===== src/rtl/wb_pkg.sv =====
// Shared constants and types for the writeback stage: result-source codes,
// load funct3 codes and the load-wait FSM state type.
package wb_pkg;

    localparam logic [1:0] RESULT_ALU  = 2'b00;
    localparam logic [1:0] RESULT_LOAD = 2'b01;
    localparam logic [1:0] RESULT_PC4  = 2'b10;

    localparam logic [2:0] F3_LB  = 3'b000;
    localparam logic [2:0] F3_LH  = 3'b001;
    localparam logic [2:0] F3_LW  = 3'b010;
    localparam logic [2:0] F3_LBU = 3'b100;
    localparam logic [2:0] F3_LHU = 3'b101;

    typedef enum logic {
        WB_IDLE = 1'b0,
        WB_WAIT = 1'b1
    } wb_state_t;

    function automatic logic isLoad(input logic valid, input logic [1:0] src);
        return valid && (src == RESULT_LOAD);
    endfunction

endpackage


===== src/rtl/wb_unit_if.sv =====
// M->W pipeline inputs and register-file write-port outputs of the writeback stage.
// The slave modport is the writeback unit; master is whoever drives the M stage.
interface wb_unit_if #(parameter int XLEN = 32) ();

    logic            validM;
    logic            RegWriteM;
    logic [1:0]      ResultSrcM;
    logic [2:0]      Funct3M;
    logic [4:0]      RdM;
    logic [XLEN-1:0] ALUResultM;
    logic [XLEN-1:0] PCplus4M;
    logic [XLEN-1:0] ReadDataM;
    logic            ReadValidM;

    logic            stallW;
    logic            RegWriteW;
    logic [4:0]      RdW;
    logic [XLEN-1:0] ResultW;

    modport slave (
        input  validM, RegWriteM, ResultSrcM, Funct3M, RdM,
               ALUResultM, PCplus4M, ReadDataM, ReadValidM,
        output stallW, RegWriteW, RdW, ResultW
    );

    modport master (
        output validM, RegWriteM, ResultSrcM, Funct3M, RdM,
               ALUResultM, PCplus4M, ReadDataM, ReadValidM,
        input  stallW, RegWriteW, RdW, ResultW
    );

endinterface


===== src/rtl/wb_unit_load_align.sv =====
// Combinational load alignment: picks the byte/half/word addressed by off out of
// the aligned memory word and sign- or zero-extends it; flags unsupported funct3.
module load_align
    import wb_pkg::*;
(
    input  logic [31:0] rdata,
    input  logic [1:0]  off,
    input  logic [2:0]  f3,
    output logic [31:0] value,
    output logic        illegal
);

    logic [7:0]  byteLane [4];
    logic [7:0]  byteSel;
    logic [15:0] halfSel;

    generate
        for (genvar gi = 0; gi < 4; gi++) begin : g_lane
            assign byteLane[gi] = rdata[8*gi +: 8];
        end
    endgenerate

    assign byteSel = byteLane[off];
    // Halfword loads ignore off[0]; misaligned halves are not split across words.
    assign halfSel = off[1] ? rdata[31:16] : rdata[15:0];

    always_comb begin
        value   = '0;
        illegal = 1'b0;
        case (f3)
            F3_LB:   value = {{24{byteSel[7]}}, byteSel};
            F3_LBU:  value = {24'h0, byteSel};
            F3_LH:   value = {{16{halfSel[15]}}, halfSel};
            F3_LHU:  value = {16'h0, halfSel};
            F3_LW:   value = rdata;
            default: illegal = 1'b1;
        endcase
    end

endmodule


===== src/rtl/wb_unit.sv =====
// Writeback stage: M->W pipeline register, load-wait FSM, result select and
// register-file write port. Define WB_INSTRET_EN to add the 64-bit retire counter.
module wb_unit
    import wb_pkg::*;
#(
    parameter int XLEN = 32
) (
    input  logic        clk,
    input  logic        reset,
    wb_unit_if.slave    bus
`ifdef WB_INSTRET_EN
    ,
    output logic [63:0] instretW
`endif
);

    wb_state_t       stateReg;
    wb_state_t       stateNext;

    logic            wbValidReg;
    logic            wbRegwriteReg;
    logic [1:0]      wbSrcReg;
    logic [2:0]      wbF3Reg;
    logic [4:0]      wbRdReg;
    logic [XLEN-1:0] wbAluReg;
    logic [XLEN-1:0] wbPc4Reg;
    logic [XLEN-1:0] wbRdataReg;

    logic [XLEN-1:0] loadValue;
    logic            loadIllegal;
    logic            illegalLoad;
    logic            retire;

    always_ff @(posedge clk or posedge reset) begin
        if (reset) begin
            stateReg <= WB_IDLE;
        end else begin
            stateReg <= stateNext;
        end
    end

    always_comb begin
        stateNext = stateReg;
        case (stateReg)
            WB_IDLE: begin
                if (isLoad(bus.validM, bus.ResultSrcM) && !bus.ReadValidM) begin
                    stateNext = WB_WAIT;
                end
            end
            WB_WAIT: begin
                if (bus.ReadValidM) begin
                    stateNext = WB_IDLE;
                end
            end
            default: stateNext = WB_IDLE;
        endcase
    end

    // In WAIT the slot is frozen; only the read data is still allowed to land.
    always_ff @(posedge clk or posedge reset) begin
        if (reset) begin
            wbValidReg    <= 1'b0;
            wbRegwriteReg <= 1'b0;
            wbSrcReg      <= '0;
            wbF3Reg       <= '0;
            wbRdReg       <= '0;
            wbAluReg      <= '0;
            wbPc4Reg      <= '0;
            wbRdataReg    <= '0;
        end else if (stateReg == WB_IDLE) begin
            wbValidReg    <= bus.validM;
            wbRegwriteReg <= bus.RegWriteM;
            wbSrcReg      <= bus.ResultSrcM;
            wbF3Reg       <= bus.Funct3M;
            wbRdReg       <= bus.RdM;
            wbAluReg      <= bus.ALUResultM;
            wbPc4Reg      <= bus.PCplus4M;
            wbRdataReg    <= bus.ReadDataM;
        end else if (bus.ReadValidM) begin
            wbRdataReg    <= bus.ReadDataM;
        end
    end

    load_align u_align (
        .rdata   (wbRdataReg),
        .off     (wbAluReg[1:0]),
        .f3      (wbF3Reg),
        .value   (loadValue),
        .illegal (loadIllegal)
    );

    // funct3 only means a load size when the slot actually selects load data.
    assign illegalLoad = (wbSrcReg == RESULT_LOAD) && loadIllegal;
    assign retire      = wbValidReg && (stateReg == WB_IDLE);

    assign bus.stallW    = (stateReg == WB_WAIT);
    assign bus.RegWriteW = retire && wbRegwriteReg && (wbRdReg != 5'd0) && !illegalLoad;
    assign bus.RdW       = wbRdReg;

    always_comb begin
        bus.ResultW = wbAluReg;
        case (wbSrcReg)
            RESULT_PC4:  bus.ResultW = wbPc4Reg;
            RESULT_LOAD: bus.ResultW = loadValue;
            default:     bus.ResultW = wbAluReg;
        endcase
    end

`ifdef WB_INSTRET_EN
    logic [63:0] instretReg;

    always_ff @(posedge clk or posedge reset) begin
        if (reset) begin
            instretReg <= '0;
        end else if (retire) begin
            instretReg <= instretReg + 64'd1;
        end
    end

    assign instretW = instretReg;
`endif

endmodule


===== src/flat_wrapper.sv =====
// flat-port wrapper written by rule: the top's interface ports become plain ports
module wb_unit_flat import wb_pkg::*;
#(
    parameter int XLEN = 32
)
  (clk, reset, bus_validM, bus_RegWriteM, bus_ResultSrcM, bus_Funct3M, bus_RdM, bus_ALUResultM, bus_PCplus4M, bus_ReadDataM, bus_ReadValidM, bus_stallW, bus_RegWriteW, bus_RdW, bus_ResultW);
  wb_unit_if #(.XLEN(XLEN)) bus_i ();
  input  logic clk;
  input  logic reset;
  input wire logic [$bits(bus_i.validM)-1:0] bus_validM;
  input wire logic [$bits(bus_i.RegWriteM)-1:0] bus_RegWriteM;
  input wire logic [$bits(bus_i.ResultSrcM)-1:0] bus_ResultSrcM;
  input wire logic [$bits(bus_i.Funct3M)-1:0] bus_Funct3M;
  input wire logic [$bits(bus_i.RdM)-1:0] bus_RdM;
  input wire logic [$bits(bus_i.ALUResultM)-1:0] bus_ALUResultM;
  input wire logic [$bits(bus_i.PCplus4M)-1:0] bus_PCplus4M;
  input wire logic [$bits(bus_i.ReadDataM)-1:0] bus_ReadDataM;
  input wire logic [$bits(bus_i.ReadValidM)-1:0] bus_ReadValidM;
  output wire logic [$bits(bus_i.stallW)-1:0] bus_stallW;
  output wire logic [$bits(bus_i.RegWriteW)-1:0] bus_RegWriteW;
  output wire logic [$bits(bus_i.RdW)-1:0] bus_RdW;
  output wire logic [$bits(bus_i.ResultW)-1:0] bus_ResultW;
  assign bus_i.validM = bus_validM;
  assign bus_i.RegWriteM = bus_RegWriteM;
  assign bus_i.ResultSrcM = bus_ResultSrcM;
  assign bus_i.Funct3M = bus_Funct3M;
  assign bus_i.RdM = bus_RdM;
  assign bus_i.ALUResultM = bus_ALUResultM;
  assign bus_i.PCplus4M = bus_PCplus4M;
  assign bus_i.ReadDataM = bus_ReadDataM;
  assign bus_i.ReadValidM = bus_ReadValidM;
  assign bus_stallW = bus_i.stallW;
  assign bus_RegWriteW = bus_i.RegWriteW;
  assign bus_RdW = bus_i.RdW;
  assign bus_ResultW = bus_i.ResultW;
  wb_unit #(.XLEN(XLEN)) u_core (.clk(clk), .reset(reset), .bus(bus_i));
endmodule

===== config.mk =====
export PLATFORM = sky130hd
export DESIGN_NAME = wb_unit_flat
export DESIGN_NICKNAME = d
export VERILOG_FILES = /design/src/rtl/wb_pkg.sv /design/src/rtl/wb_unit_if.sv /design/src/rtl/wb_unit_load_align.sv /design/src/rtl/wb_unit.sv /design/src/flat_wrapper.sv
export SDC_FILE = /design/constraint.sdc
export NUM_CORES = 1
export LEC_CHECK = 0
export ABC_CLOCK_PERIOD_IN_PS = 5300
export CAP_MARGIN = 20
export CORE_MARGIN = 3
export CORE_UTILIZATION = 48
export CTS_CLUSTER_SIZE = 28
export DETAILED_ROUTE_END_ITERATION = 12
export GPL_ROUTABILITY_DRIVEN = 0
export PLACE_DENSITY = 0.81
export SETUP_SLACK_MARGIN = 0.05
export SYNTH_ARGS = -nofsm -noshare
export SYNTH_HDL_FRONTEND = slang
export SYNTH_SLANG_ARGS = --single-unit

===== constraint.sdc =====
create_clock -name clk -period 5.3 [get_ports clk]
set_clock_uncertainty 0.2 [all_clocks]
set_input_delay 1.06 -clock clk [delete_from_list [all_inputs] [get_ports clk]]
set_output_delay 1.06 -clock clk [all_outputs]
set_load 0.01 [all_outputs]

==> flow_metrics.env, run 1 <==
export IMPL_status="finished, final reports clean"
export IMPL_rrSetupSlack_ns=3.06
export IMPL_root_buffer="clkbuf_8"
export IMPL_worstPathArrival_ns=3.37
export IMPL_dpl_cell_area_mm2=0.00690
export IMPL_synth_fa_ha_area_share_pct=0.466
export IMPL_grt_pass1_vias=4458
export IMPL_slew_headroom_pct=31.8
export IMPL_rows=37
export IMPL_reg2reg_from="u_core.bus.stallW"
export IMPL_synth_net_count=574
export IMPL_synthMuxAreaShare_pct=22.5
export IMPL_grt_pass1_wl_mm=23.2
export IMPL_synth_distinct_cells=47
export IMPL_min_period_over_period_pct=87.3
export IMPL_synth_xor_area_share_pct=0
export IMPL_core_area_mm2=0.0106
export IMPL_synth_top_family_by_area="multiplexers"
export IMPL_drive_gt1_share_pct=22.9
export IMPL_routedWlPerCell_um=19.6
export IMPL_synthSimpleGateAreaFrac_pct=6.76
export IMPL_io_buffers=149
export IMPL_crit_top_cell="buf_4"
export IMPL_timing_rr_end="u_core.wbRdataReg[21]"
export IMPL_hold_start="u_core.wbPc4Reg[17]"
export IMPL_via_count=4250
export IMPL_clkTransAtPathRegs_ns=0.11
export IMPL_synth_warnings=0
export IMPL_fin_ws_ns=0.671
export IMPL_cap_violations=0
export IMPL_worst_slew_pin_slew_ns=1.02
export IMPL_hold_class="flip-flop to flip-flop"
export IMPL_criticalPathCategory="flip-flop to output port"
export IMPL_reg2regPathDepth=3
export IMPL_final_seq_area_mm2=0.00273
export IMPL_dr_pass1_iters=5
export IMPL_end_kind="output port"
export IMPL_p_per_area_mw_per_mm2=275
export IMPL_n_antenna_cell=0
export IMPL_hold_viol=0
export IMPL_crit_path_cell_trace="inv_1 > ha_1 > buf_4 > clkinv_1 > buf_4 > and3_1 > a21oi_1 > o31ai_2 > clkdlybuf4s50_1"
export IMPL_cts_max_level=3
export IMPL_cts_setup_buffers=0
export IMPL_cts_made_buffers=9
export IMPL_crit_path_start="u_core.wbSrcReg[0]"
export IMPL_die_h_um=112
export IMPL_initial_core_util_pct=50.6
export IMPL_cts_sinks=109
export IMPL_routed_via_density=5.79
export IMPL_synth_compound_area_share_pct=15.4
export IMPL_timing_fmax_mhz=216
export IMPL_dp_slack_ns=1.11
export IMPL_dp_hpwl_mm=10.5
export IMPL_grtUsageTotal_pct=23.1
export IMPL_critical_path_slowest_cell="clkinv_1"
export IMPL_leakage_nw=2.87
export IMPL_fin_area_mm2=0.00713
export IMPL_drcViolationCount=0
export IMPL_cp_start_kind="flip-flop"
export IMPL_tns_ns=0
export IMPL_yosys_most_used_dff="dfrtp_1"
export IMPL_final_nets=706
export IMPL_cts_tree="done"
export IMPL_slowest_delay_ns=0.58
export IMPL_grt_remaining_overflow=0
export IMPL_yosysSeqAreaShare_pct=50.8
export IMPL_antenna_left=0
export IMPL_drt_iter0_markers=287
export IMPL_dieArea_mm2=0.0125
export IMPL_io_pins=150
export IMPL_clockBufferDepth=2
export IMPL_power_mw=1.96
export IMPL_cts_resized_gates=0
export IMPL_synth_area_mm2=0.00537
export IMPL_grt_antenna_before_repair=0
export IMPL_slew_violations=0
export IMPL_holdBufCountCts=0
export IMPL_fillers=810
export IMPL_totalWireLength_mm=14.4
export IMPL_hold_path_endpoint="u_core.wbPc4Reg[17]"
export IMPL_synth_edff_count=0
export IMPL_grt_max_degree=93
export IMPL_syn_avg_cell_area_um2=11.6
export IMPL_period_minus_slack_ns=4.63
export IMPL_ir_worst_vdd_uv=159
export IMPL_area_growth_pct=32.8
export IMPL_grt_setup_unrepaired="false"
export IMPL_ys_async_sr_fraction_pct=100
export IMPL_multiInputGateArea_mm2=0.00242
export IMPL_setup_viol=0
export IMPL_insertion_delay_ns=0.38
export IMPL_synth_cells=461
export IMPL_crit_fanout=32
export IMPL_required_ns=4.04
export IMPL_die_width_um=112
export IMPL_hold_path_depth=1
export IMPL_ys_ff_latch=109
## per-stage QoR
stage | util (%) | hold slack [ns] | cells
3_3_place_gp | 65.1 | 0.288 | 716
2_1_floorplan | - | 0.271 | 461
5_1_grt | 67.2 | 0.330 | 734
6_report | 67.2 | 0.317 | 734
3_5_place_dp | 65.1 | 0.291 | 716
4_1_cts | 66.8 | 0.313 | 732
## cell usage after synthesis, types with 2 or more instances
cell type | number | area share (%)
buf_4 | 3 | 0.42
o21ai_0 | 12 | 1.1
nand2_2 | 2 | 0.23
a21boi_0 | 11 | 1.5
o22ai_1 | 7 | 0.82
and3_1 | 6 | 0.70
ha_1 | 2 | 0.47
nand3b_1 | 2 | 0.28
o22a_1 | 2 | 0.33
a22oi_1 | 2 | 0.28
mux2_2 | 103 | 22
o2bb2ai_1 | 11 | 1.8
a222oi_1 | 6 | 1.1
o21ai_1 | 6 | 0.56
nor2_1 | 5 | 0.35
a21oi_1 | 47 | 4.4
inv_1 | 11 | 0.77
buf_2 | 17 | 1.6
a22o_1 | 6 | 0.98
dfrtp_1 | 109 | 51
clkbuf_1 | 14 | 0.98
a31oi_1 | 3 | 0.35
nand2_1 | 44 | 3.1
o2111ai_1 | 6 | 0.98
nor3_1 | 2 | 0.19
## report_power, final
group,internal [mW],leakage (nW),switching [mW]
logic,0.301,1.51,0.225
registers,0.893,1.27,0.0632
clock network,0.180,0.0936,0.295
## critical path: cells and delay by family (launching register included)
family          cells  cell delay, ns
buf+inv             5            1.89
fa+ha+maj           1            0.27
compound gates      2            0.24
simple gates        1            0.20
flops               1            0.39
## registers in the layout, indices dropped and copies added (netlist names)
signal	flops
u_core.wbAluReg	32
u_core.bus.stallW	1
u_core.bus.RdW	5
u_core.wbValidReg	1
u_core.wbF3Reg	3
u_core.wbRdataReg	32
u_core.wbPc4Reg	32
u_core.wbSrcReg	2
u_core.wbRegwriteReg	1
## cells in the final DEF, fill, tap and decap left out, types with 7 or more instances in the layout
cell type,n
o2bb2ai_1,11
o21ai_0,12
o22ai_1,7
inv_1,10
clkbuf_8,9
a21boi_0,11
mux2_2,103
a21oi_1,47
nand2_1,44
clkdlybuf4s50_1,149
dfrtp_1,108
## worst max path at each step
stage | end | slack (ns) | cells after the start
after floorplan | u_core.bus.RdW[0] | 1.17 | 1
after global placement | bus_ResultW[1] | 1.22 | 9
after detailed placement | bus_ResultW[1] | 1.11 | 9
after CTS | bus_ResultW[1] | 0.67 | 9
after global routing | bus_ResultW[1] | 0.51 | 9
final | bus_ResultW[1] | 0.67 | 9
## layer usage
layer	global-route usage [%]	vias to the layer above	part of all wire, %
li1	-	1940	-
met2	39.4	196	50
met5	0	-	0
met4	5.76	0	1.7
met1	29.5	2094	41
met3	6.09	20	7.3
## layout make-up
cell class	count	share of cell area [%]
Timing Repair Buffer	156	22.1
Sequential cell	109	38.3
Inverter	12	0.667
Multi-Input combinational cell	305	34.0
Clock buffer	10	1.79
Tap cell	136	2.39
Clock inverter	6	0.720
## cells by family (layout without fill, tap and decap cells)
kind of cell             after synthesis  in the layout
AO/OA/AOI/OAI                        125            125
flip-flops                           109            109
multiplexers                         105            105
AND/OR/NAND/NOR                       73             73
buffers and inverters                 47            184
adder cells (fa/ha/maj)                2              2
Power figures use the tool's default switching activity.
==> run 2: changes to the inputs <==
--- a/config.mk
+++ b/config.mk
@@ -8,11 +8,12 @@
 export ABC_CLOCK_PERIOD_IN_PS = 5300
 export CAP_MARGIN = 20
 export CORE_MARGIN = 3
-export CORE_UTILIZATION = 48
+export CORE_UTILIZATION = 50
 export CTS_CLUSTER_SIZE = 28
 export DETAILED_ROUTE_END_ITERATION = 12
+export DONT_BUFFER_PORTS = 1
 export GPL_ROUTABILITY_DRIVEN = 0
-export PLACE_DENSITY = 0.81
+export PLACE_DENSITY = 0.66
 export SETUP_SLACK_MARGIN = 0.05
 export SYNTH_ARGS = -nofsm -noshare
 export SYNTH_HDL_FRONTEND = slang
==> flow_metrics.env, run 2 (synthesis results as in run 1) <==
export IMPL_status="finished, final reports clean"
export IMPL_fin_ws_ns=1.52
export IMPL_core_area_mm2=0.0104
export IMPL_slew_headroom_pct=30.6
export IMPL_p_per_area_mw_per_mm2=313
export IMPL_min_period_over_period_pct=71.3
export IMPL_pwr_share_clk_pct=26.0
export IMPL_cap_violations=0
export IMPL_root_buffer="clkbuf_8"
export IMPL_hold_class="flip-flop to flip-flop"
export IMPL_criticalPathCategory="flip-flop to output port"
export IMPL_cts_tree="done"
export IMPL_insertion_delay_ns=0.36
export IMPL_end_kind="output port"
export IMPL_worst_slew_pin_slew_ns=1.04
export IMPL_drcViolationCount=0
export IMPL_crit_top_cell="a21oi_1"
export IMPL_ir_worst_vdd_uv=128
export IMPL_reg2reg_from="u_core.bus.stallW"
export IMPL_final_nets=555
export IMPL_hold_viol=0
export IMPL_final_common_cell="dfrtp_1"
export IMPL_antenna_left=0
export IMPL_crit_path_cell_trace="inv_1 > ha_1 > buf_4 > a21oi_1 > a21boi_0 > a21oi_1"
export IMPL_dp_slack_ns=1.97
export IMPL_net_switching_power_mw=0.523
export IMPL_fillers=925
export IMPL_worstPathArrival_ns=2.52
export IMPL_slowest_delay_ns=0.77
export IMPL_grt_remaining_overflow=0
export IMPL_drive_gt1_share_pct=29.9
export IMPL_cts_max_level=3
export IMPL_grtUsageTotal_pct=23.1
export IMPL_die_width_um=110
export IMPL_initial_core_util_pct=51.8
export IMPL_p_int_mw=1.23
export IMPL_clockBufferDepth=2
export IMPL_clkTransAtPathRegs_ns=0.09
export IMPL_period_minus_slack_ns=3.78
export IMPL_reg2regPathDepth=2
export IMPL_cts_made_buffers=9
export IMPL_die_h_um=110
export IMPL_critical_path_slowest_cell="ha_1"
export IMPL_tns_ns=0
export IMPL_seqPwrFrac_pct=54.7
export IMPL_rrSetupSlack_ns=2.57
export IMPL_whs_ns=0.316
export IMPL_area_growth_pct=4.03
export IMPL_io_pins=150
export IMPL_grt_pass1_wl_mm=20.7
export IMPL_grt_max_degree=82
export IMPL_crit_fanout=22
export IMPL_final_cell_mix="dfrtp_1, mux2_2, a21oi_1"
export IMPL_comb_power_share_pct=19.3
export IMPL_leakage_nw=2.26
export IMPL_routed_via_density=6.26
export IMPL_dp_hpwl_mm=9.92
export IMPL_cp_start_kind="flip-flop"
export IMPL_cts_resized_gates=0
export IMPL_rows=37
export IMPL_cts_setup_buffers=0
export IMPL_crit_path_start="u_core.wbSrcReg[0]"
export IMPL_setup_viol=0
export IMPL_drt_iter0_markers=220
export IMPL_dr_pass1_iters=8
export IMPL_timing_rr_end="u_core.wbRdataReg[2]"
export IMPL_required_ns=4.04
export IMPL_top_regs="u_core.wbAluReg x32, u_core.wbPc4Reg x32, u_core.wbRdataReg x32"
export IMPL_holdBufCountCts=0
export IMPL_critPathCapture="bus_ResultW[23]"
export IMPL_io_buffers=0
export IMPL_totalWireLength_mm=13.7
export IMPL_switching_share_pct=29.9
export IMPL_routedWlPerCell_um=23.5
export IMPL_via_count=3648
export IMPL_timing_fmax_mhz=264
export IMPL_dieArea_mm2=0.0120
export IMPL_grt_pass1_vias=3775
export IMPL_grt_antenna_before_repair=2
export IMPL_grt_setup_unrepaired="false"
export IMPL_slew_violations=0
export IMPL_cts_sinks=109
run 2: power by group through the flow:
| stage | clock network [mW] | registers [mW] | logic (mW) |
|---|---|---|---|
| after floorplan | 0 | 0.937 | 0.293 |
| after global placement | 0 | 0.972 | 0.329 |
| after detailed placement | 0 | 0.975 | 0.338 |
| after CTS | 0.468 | 0.958 | 0.339 |
| after global routing | 0.499 | 0.967 | 0.370 |
| final | 0.455 | 0.958 | 0.338 |
run 2: final cells by class:
class / count / area (um^2) / share of cell area (%)
tap: 136 / 170 / 3.05
clock inverter: 1 / 7.51 / 0.134
sequential: 109 / 2730 / 48.9
timing repair buffer: 5 / 37.5 / 0.672
inverter: 12 / 47.5 / 0.851
antenna: 2 / 5.00 / 0.0896
multi-input combinational: 305 / 2430 / 43.5
clock buffer: 13 / 159 / 2.84
run 2: stage by stage:
step | std cells | area (um^2) | util, % | power, mW
after floorplan | 461 | 5370 | - | 1.23
after global placement | 567 | 5410 | 52.2 | 1.30
after detailed placement | 567 | 5410 | 52.2 | 1.31
after CTS | 581 | 5580 | 53.8 | 1.77
after global routing | 581 | 5580 | 53.8 | 1.84
final | 583 | 5590 | 53.9 | 1.75
run 2: routing by layer:
layer / share of wire (%) / global-route usage [%] / vias up / wire, um
met5: 0.20 / 0 / - / 27
met1: 41 / 30.0 / 1838 / 5600
met3: 8.2 / 6.81 / 21 / 1120
met4: 1.7 / 8.01 / 4 / 229
met2: 49 / 36.8 / 140 / 6690
li1: - / - / 1645 / -
run 2: how the worst min path moves through the flow:
| stage | cells after the start | to | slack (ns) | from |
|---|---|---|---|---|
| after floorplan | 1 | u_core.wbPc4Reg[1] | 0.27 | u_core.wbPc4Reg[1] |
| after global placement | 1 | u_core.wbValidReg | 0.29 | u_core.wbValidReg |
| after detailed placement | 1 | u_core.wbPc4Reg[31] | 0.29 | u_core.wbPc4Reg[31] |
| after CTS | 1 | u_core.wbPc4Reg[31] | 0.32 | u_core.wbPc4Reg[31] |
| after global routing | 1 | u_core.wbPc4Reg[26] | 0.33 | u_core.wbPc4Reg[26] |
| final | 1 | u_core.wbPc4Reg[31] | 0.32 | u_core.wbPc4Reg[31] |
run 2: worst max-delay path: cells and delay by family, from the launching register on:
kind	cells	cell delay, ns
adders and majority gates	1	0.77
DFF	1	0.41
buffers and inverters	2	0.40
AOI/OAI and AO/OA	3	0.56
==> run 3: changes to the inputs <==
--- a/config.mk
+++ b/config.mk
@@ -5,7 +5,7 @@
 export SDC_FILE = /design/constraint.sdc
 export NUM_CORES = 1
 export LEC_CHECK = 0
-export ABC_CLOCK_PERIOD_IN_PS = 5300
+export ABC_CLOCK_PERIOD_IN_PS = 3300
 export CAP_MARGIN = 20
 export CORE_MARGIN = 3
 export CORE_UTILIZATION = 50
@@ -13,7 +13,7 @@
 export DETAILED_ROUTE_END_ITERATION = 12
 export DONT_BUFFER_PORTS = 1
 export GPL_ROUTABILITY_DRIVEN = 0
-export PLACE_DENSITY = 0.66
+export PLACE_DENSITY = 0.69
 export SETUP_SLACK_MARGIN = 0.05
 export SYNTH_ARGS = -nofsm -noshare
 export SYNTH_HDL_FRONTEND = slang
==> constraint.sdc (replaced) <==
create_clock -name clk -period 3.3 [get_ports clk]
set_clock_uncertainty 0.2 [all_clocks]
set_input_delay 0.66 -clock clk [delete_from_list [all_inputs] [get_ports clk]]
set_output_delay 0.66 -clock clk [all_outputs]
set_load 0.01 [all_outputs]
==> flow_metrics.env, run 3 (synthesis results as in run 1) <==
export IMPL_status="finished, final reports clean"
export IMPL_io_buffers=0
export IMPL_cts_max_level=3
export IMPL_cts_sinks=109
export IMPL_worst_slew_pin_slew_ns=0.910
export IMPL_final_common_cell="dfrtp_1"
export IMPL_min_period_over_period_pct=93.3
export IMPL_required_ns=2.44
export IMPL_grt_pass1_vias=3784
export IMPL_insertion_delay_ns=0.38
export IMPL_hold_viol=0
export IMPL_antenna_left=0
export IMPL_slowest_delay_ns=0.51
export IMPL_tns_ns=0
export IMPL_routedWlPerCell_um=22.4
export IMPL_stdcell_count=597
export IMPL_grt_setup_unrepaired="false"
export IMPL_die_h_um=110
export IMPL_cts_tree="done"
export IMPL_n_antenna_cell=0
export IMPL_end_kind="output port"
export IMPL_routed_via_density=6.16
export IMPL_top_regs="u_core.wbAluReg x32, u_core.wbPc4Reg x32, u_core.wbRdataReg x32"
export IMPL_area_growth_pct=7.36
export IMPL_grt_antenna_before_repair=0
export IMPL_crit_fanout=10
export IMPL_final_nets=569
export IMPL_cap_violations=0
export IMPL_initial_core_util_pct=51.8
export IMPL_setup_viol=0
export IMPL_critical_path_top_delay_family="compound AO/OA/AOI/OAI gates"
export IMPL_whs_ns=0.128
export IMPL_p_per_area_mw_per_mm2=523
export IMPL_final_cell_mix="dfrtp_1, mux2_2, a21oi_1"
export IMPL_grt_max_degree=62
export IMPL_totalWireLength_mm=13.4
export IMPL_dp_hpwl_mm=10.0
export IMPL_slew_headroom_pct=39.3
export IMPL_die_width_um=110
export IMPL_worstPathArrival_ns=2.22
export IMPL_finish_utilization_pct=55.6
export IMPL_leakage_nw=2.36
export IMPL_cts_setup_buffers=0
export IMPL_grt_pass1_wl_mm=20.6
export IMPL_cp_start_kind="flip-flop"
export IMPL_crit_path_cell_trace="o21ai_1 > and2_1 > a211oi_1 > a311oi_1"
export IMPL_drt_iter0_markers=250
export IMPL_via_count=3677
export IMPL_rrSetupSlack_ns=1.24
export IMPL_clkTransAtPathRegs_ns=0.09
export IMPL_dr_pass1_iters=5
export IMPL_slew_violations=0
export IMPL_ir_worst_vdd_uv=324
export IMPL_critical_path_slowest_cell="dfrtp_1"
export IMPL_grtUsageTotal_pct=23.1
export IMPL_crit_path_start="u_core.wbF3Reg[0]"
export IMPL_timing_fmax_mhz=325
export IMPL_io_pins=150
export IMPL_cp_num_buf_inv=0
export IMPL_criticalPathCategory="flip-flop to output port"
export IMPL_dieArea_mm2=0.0120
export IMPL_drive_gt1_share_pct=32.8
export IMPL_core_area_mm2=0.0104
export IMPL_clockBufferDepth=2
export IMPL_reg2reg_from="u_core.bus.stallW"
export IMPL_period_minus_slack_ns=3.08
export IMPL_drcViolationCount=0
export IMPL_cts_made_buffers=9
export IMPL_grt_remaining_overflow=0
export IMPL_hold_class="input port to flip-flop"
export IMPL_root_buffer="clkbuf_8"
export IMPL_rows=37
export IMPL_hold_start="bus_ReadValidM"
export IMPL_fillers=964
export IMPL_place_inst=580
run 3: worst reg2reg max path: cells and delay by family, from the launching register on:
family | cells | cell delay [ns]
multiplexers | 1 | 0.45
AND/OR/NAND/NOR | 1 | 0.69
flip-flops | 1 | 0.61
run 3: where the power goes:
part           internal, mW  total, mW  switching (mW)
Clock                 0.467      0.897           0.430
Sequential             1.43       1.52          0.0842
Combinational         0.261      0.599           0.338
run 3: area by class of cell:
type / count / area (um^2) / area share (%)
clock buffers: 12 / 155 / 2.69
clock inverters: 4 / 70.1 / 1.22
inverters: 12 / 48.8 / 0.847
multi-input cells: 305 / 2430 / 42.2
flip-flops and latches: 109 / 2730 / 47.4
well taps: 136 / 170 / 2.95
repair buffers: 19 / 158 / 2.73
run 3: repair_timing:
action                                  4_1_cts  5_1_grt
hold buffers                                  1        0
endpoints found under the hold margin         7        0
gates resized for setup                       0        2
endpoints found under the setup margin        0        2
run 3: final timing paths:
path / to / cells after the start
worst max-delay path: bus_ResultW[7] / 4
worst min-delay path: u_core.bus.stallW / 1
worst max register to register: u_core.wbRdataReg[20] / 2
worst min register to register: u_core.wbPc4Reg[23] / 1
max in group asynchronous: u_core.wbRdataReg[18] / 3
min in group asynchronous: u_core.bus.RdW[3] / 2
run 3: per-stage QoR:
step | instance area (um^2) | worst slack (ns) | power, mW
2_1_floorplan | 5370 | 0.876 | 1.98
3_5_place_dp | 5530 | 0.626 | 2.15
6_report | 5760 | 0.223 | 3.01
5_1_grt | 5760 | 0.0803 | 3.17
4_1_cts | 5760 | 0.185 | 3.05
3_3_place_gp | 5530 | 0.653 | 2.12
run 3: per-layer routing:
metal,wire length (um),global-route usage [%],up-vias
met5,0,0,-
met4,199,6.32,0
met3,1110,8.81,18
met2,6520,36.8,133
met1,5560,29.6,1852
li1,-,-,1674
